[src/rtl/param_arith_unit.sv]
// param_arith_unit
//   Registered WIDTH-bit arithmetic unit. It computes A-1, A+B, A-B or -B with a
//   single adder and returns carry, signed-overflow, zero and negative flags.
//   Operands arrive on a valid/ready handshake, and results leave on a second
//   valid/ready handshake. The unit has one output register and no skid buffer.
//   With acc_en set, the last accepted result (acc) is used in place of in_a.
// Ports
//   clk, rst_n          rising-edge clock, synchronous active-low reset
//   in_valid/in_ready   operand handshake (in_ready is combinational)
//   s1,s0               op select: 00 A-1, 01 A+B, 10 A-B, 11 -B
//   acc_en              use accumulator as operand A
//   in_a, in_b          WIDTH-bit operands
//   out_valid/out_ready result handshake
//   g                   result
//   carry, ovf          adder carry-out and signed overflow
//   zero, neg           g == 0 and g[WIDTH-1]
//   op_count            results taken by the consumer, wraps modulo 2^CNT_W
module param_arith_unit #(
  parameter int unsigned WIDTH = 3,
  parameter int unsigned CNT_W = 8
) (
  input  logic             clk,
  input  logic             rst_n,
  input  logic             in_valid,
  output logic             in_ready,
  input  logic             s1,
  input  logic             s0,
  input  logic             acc_en,
  input  logic [WIDTH-1:0] in_a,
  input  logic [WIDTH-1:0] in_b,
  output logic             out_valid,
  input  logic             out_ready,
  output logic [WIDTH-1:0] g,
  output logic             carry,
  output logic             ovf,
  output logic             zero,
  output logic             neg,
  output logic [CNT_W-1:0] op_count
);

  logic             r_out_valid;
  logic [WIDTH-1:0] r_g;
  logic             r_carry;
  logic             r_ovf;
  logic             r_zero;
  logic             r_neg;
  logic [WIDTH-1:0] r_acc;
  logic [CNT_W-1:0] r_count;

  logic [WIDTH-1:0] w_a;
  logic [WIDTH-1:0] w_x;
  logic [WIDTH-1:0] w_y;
  logic             w_cin;
  logic [WIDTH-1:0] w_low;
  logic [WIDTH:0]   w_sum;
  logic             w_ovf;
  logic             w_accept;
  logic             w_drain;

  assign w_a = acc_en ? r_acc : in_a;

  // Every op is mapped onto X + Y + cin so that a single adder serves all four.
  always_comb begin
    w_x   = w_a;
    w_y   = in_b;
    w_cin = 1'b0;
    case ({s1, s0})
      2'b00: w_y = '1;
      2'b01: w_y = in_b;
      2'b10: begin
        w_y   = ~in_b;
        w_cin = 1'b1;
      end
      default: begin
        w_x   = '0;
        w_y   = ~in_b;
        w_cin = 1'b1;
      end
    endcase
  end

  // The low slice is added separately to expose the carry into the MSB.
  assign w_low = {1'b0, w_x[WIDTH-2:0]} + {1'b0, w_y[WIDTH-2:0]}
               + {{(WIDTH-1){1'b0}}, w_cin};
  assign w_sum = {1'b0, w_x} + {1'b0, w_y} + {{WIDTH{1'b0}}, w_cin};
  assign w_ovf = w_low[WIDTH-1] ^ w_sum[WIDTH];

  assign in_ready = !r_out_valid || out_ready;
  assign w_accept = in_valid && in_ready;
  assign w_drain  = r_out_valid && out_ready;

  always_ff @(posedge clk) begin
    if (!rst_n) begin
      r_out_valid <= 1'b0;
      r_g         <= '0;
      r_carry     <= 1'b0;
      r_ovf       <= 1'b0;
      r_zero      <= 1'b0;
      r_neg       <= 1'b0;
      r_acc       <= '0;
      r_count     <= '0;
    end else begin
      if (w_accept) begin
        r_out_valid <= 1'b1;
        r_g         <= w_sum[WIDTH-1:0];
        r_carry     <= w_sum[WIDTH];
        r_ovf       <= w_ovf;
        r_zero      <= (w_sum[WIDTH-1:0] == '0);
        r_neg       <= w_sum[WIDTH-1];
        r_acc       <= w_sum[WIDTH-1:0];
      end else if (w_drain) begin
        r_out_valid <= 1'b0;
      end
      if (w_drain) begin
        r_count <= r_count + {{(CNT_W-1){1'b0}}, 1'b1};
      end
    end
  end

  assign out_valid = r_out_valid;
  assign g         = r_g;
  assign carry     = r_carry;
  assign ovf       = r_ovf;
  assign zero      = r_zero;
  assign neg       = r_neg;
  assign op_count  = r_count;

endmodule

[config.mk]
export PLATFORM = sky130hd
export DESIGN_NAME = param_arith_unit
export DESIGN_NICKNAME = d
export VERILOG_FILES = /design/src/rtl/param_arith_unit.sv
export SDC_FILE = /design/constraint.sdc
export NUM_CORES = 1
export LEC_CHECK = 0
export ABC_CLOCK_PERIOD_IN_PS = 5900
export BUFFER_PORTS_ARGS = -buffer_cell sky130_fd_sc_hd__buf_2
export CAP_MARGIN = 20
export CORE_MARGIN = 4
export CORE_UTILIZATION = 49
export CTS_CLUSTER_DIAMETER = 30
export CTS_CLUSTER_SIZE = 24
export DETAILED_ROUTE_END_ITERATION = 10
export PLACE_DENSITY = 0.9
export REMOVE_ABC_BUFFERS = 1
export SLEW_MARGIN = 20
export SYNTH_ARGS = -nofsm -noshare
export SYNTH_HDL_FRONTEND = slang
export SYNTH_SLANG_ARGS = --single-unit
export TNS_END_PERCENT = 10
[constraint.sdc]
create_clock -name clk -period 5.9 [get_ports clk]
set_clock_uncertainty 0.1 [all_clocks]
set_input_delay 0 -clock clk [delete_from_list [all_inputs] [get_ports clk]]
set_output_delay 0 -clock clk [all_outputs]
set_load 0.05 [all_outputs]
==> results.md <==
- Die H: 49.0 µm
- CP Data Arrival Time: 2.35 ns
- CP endpoint kind: register
- CTS Buf Count: 3
- TritonRoute pass-1 iters: 4
- Largest cells by area after synthesis: dfxtp_1, a21oi_1, fa_1
- Vias: approximately 830
- Initial core utilization: 0.534
- Worst Path Required: roughly 6.0 ns
- Top FF cell, synth: dfxtp_1
- Maxcap violations: 0
- DRT Wirelength: 1990 µm
- Yosys warnings: 0
- Fraction of layout cells with a size suffix above 1: 0.285
- Distinct cells, synth: 32
- Initial antenna violation count: 0
- Startpoint Class: register
- Nets: 149
- Synth Register Bits: 15
- Final setup viols: 0
- Pin count of the biggest net entering global routing: 15
- P_leak: between 0.4 and 0.5 nW
- Count leader, synth: dfxtp_1
- Peak VDD IR: between 0.15 and 0.2 mV
- Hold WC Path Type: in -> reg
- Synth top cells by count: dfxtp_1, a21oi_1, inv_1, nand2_1, o21ai_0
- Mapped Cells: 96
- Row Count: 14
- Status: completed
- RSZ-0062 raised after global routing: false
- H-tree levels: 1
- Top cell type's share of synthesized area: 0.365
- Root buf cell: clkbuf_4
- Post-synth EDFFs: 0
- Fin area: just over 1000 µm²
- Full die area: roughly 2400 µm²
- Crit path time final: around 2.3 ns
- Seq/Total Area, Yosys: 0.365
- Overflow after GRT: 0
- CP Class: reg -> reg
- Worst-path clk slew: about 0.09 ns
- Setup bufs post-CTS: 0
- Worst skew pair latency: between 0.2 and 0.3 ns
- Global-route wire length before repair: approximately 3600 µm
- Clock Sinks: 15
- Post-synthesis mux area share: 0.0395
- Antenna cells: 0
- Maximum clock rate: roughly 0.44 GHz
- Deepest clock path buffer count: 2
- Die Span X: between 40 and 50 µm
- Area post-placement: between 900 and 1000 µm²
- Final Max Slew Viols: 0
- 1st-iter DRT viols: 12
- Yosys top cell by area: dfxtp_1
- CP Max Fanout: 3
- Vias in the first global route: between 800 and 900
- CTS tree: built
- Io pins: 30
- Xor and xnor area share after synthesis: 0.0319
- Routed length per instance: roughly 14 µm
- Syn-to-layout area delta: 25.5%
- Final Power: between 200 and 250 µW
- Hold WS: approximately 0.15 ns
- Simple-gate share of the synthesized area: 0.216
- TNS Setup: 0 ns
- Detail Placement HPWL: between 1500 and 2000 µm
- Post-synthesis compound-gate area fraction: 0.208
- Final hold vios: 0
- Placer Congestion: 0.791
- Number of port buffers: 29
- Post-detailed-route count of antenna-violating nets: 0
- Core area: between 1500 and 2000 µm²
- Synth Area in Adders: 0.0942
- Largest family of logic cells by synthesized area: simple AND/OR/NAND/NOR gates
- GRT Util Overall: 0.184
- Mapped Area: between 800 and 900 µm²
- Pwr Density: 237 nW/µm²
- Max-slew headroom: 0.704
- Via density: between 5 and 6
- Slew @ Worst Pin: between 0.4 and 0.5 ns
- Final worst-path cycle share: 0.382
- Mean Syn Cell Area: 8.58 µm²
- Asr flop ratio synth: 0
- DRC errors left: 0
## placed cells by master (no fill, tap or decap), types with 2 or more instances in the layout
cell type / Yosys / layout
or3_1: 2 / 2
dlygate4sd3_1: 0 / 3
a21oi_1: 14 / 14
inv_1: 6 / 6
xor2_1: 3 / 3
nor3_1: 2 / 2
o31ai_1: 3 / 3
or4_1: 3 / 3
nand3_1: 4 / 4
nand2_1: 6 / 6
and2_1: 2 / 2
nand4_1: 3 / 3
o21a_1: 2 / 2
a211oi_1: 2 / 2
dfxtp_1: 15 / 15
mux2_2: 2 / 2
o21ai_0: 5 / 5
ha_1: 3 / 3
fa_1: 2 / 2
clkbuf_4: 0 / 3
buf_2: 0 / 29
nor2_1: 4 / 4
## report_power, final
group	total (mW)	internal, mW	switching [mW]
combinational	0.0746	0.0255	0.0491
sequential	0.111	0.107	0.00452
clock	0.0591	0.0262	0.0328
## metal layers
layer  up-vias  GRT usage  share of wire
met3         4     0.0673          0.077
met5         -          0              0
met2        29      0.335           0.52
li1        419          -              -
met4         0     0.0852          0.020
met1       381      0.182           0.39
## timing repair
action                                 CTS  global route
resized for setup                        0             0
hold buffers                             3             0
endpoints found under the hold margin    6             0
## state kept, by name, indices dropped and copies added (netlist names)
signal and cells:
op_count 8, ovf 1, zero 1, r_acc 2, carry 1, out_valid 1, neg 1
## cell families after synthesis
kind of cell / after synthesis
AOI/OAI and AO/OA: 29
adders and majority gates: 5
and+or+nand+nor: 32
muxes: 3
xor gates and xnor gates: 3
DFF: 15
buffers and inverters: 9
## layout make-up
cell class,instances,area (µm²)
Multi-Input combinational cell,72,485
Fill cell,128,508
Tap cell,16,20.0
Sequential cell,15,300
Inverter,7,26.3
Clock buffer,4,26.3
Timing Repair Buffer,32,175
## worst max-delay path, stage by stage (launching register included)
cell and delay (ns):
dfxtp_1 0.35, mux2_2 0.15, nand2_1 0.06, fa_1 0.43, fa_1 0.43, or3_1 0.39, a311oi_1 0.25
## per-stage QoR
step | setup WS, ns | utilization | instances
floorplan | 3.37 | - | 94
global placement | 3.76 | 0.634 | 139
detailed placement | 3.66 | 0.634 | 139
CTS | 3.64 | 0.670 | 146
global route | 3.49 | 0.670 | 146
finish | 3.65 | 0.670 | 146
## final timing paths
path | start | endpoint | slack [ns] | cells after the start
max | r_acc[0] | ovf | 3.65 | 6
min | s1 | r_acc[0] | 0.15 | 4
max reg2reg | r_acc[0] | ovf | 3.65 | 6
min reg2reg | zero | zero | 0.38 | 2
Power figures use the tool's default switching activity.
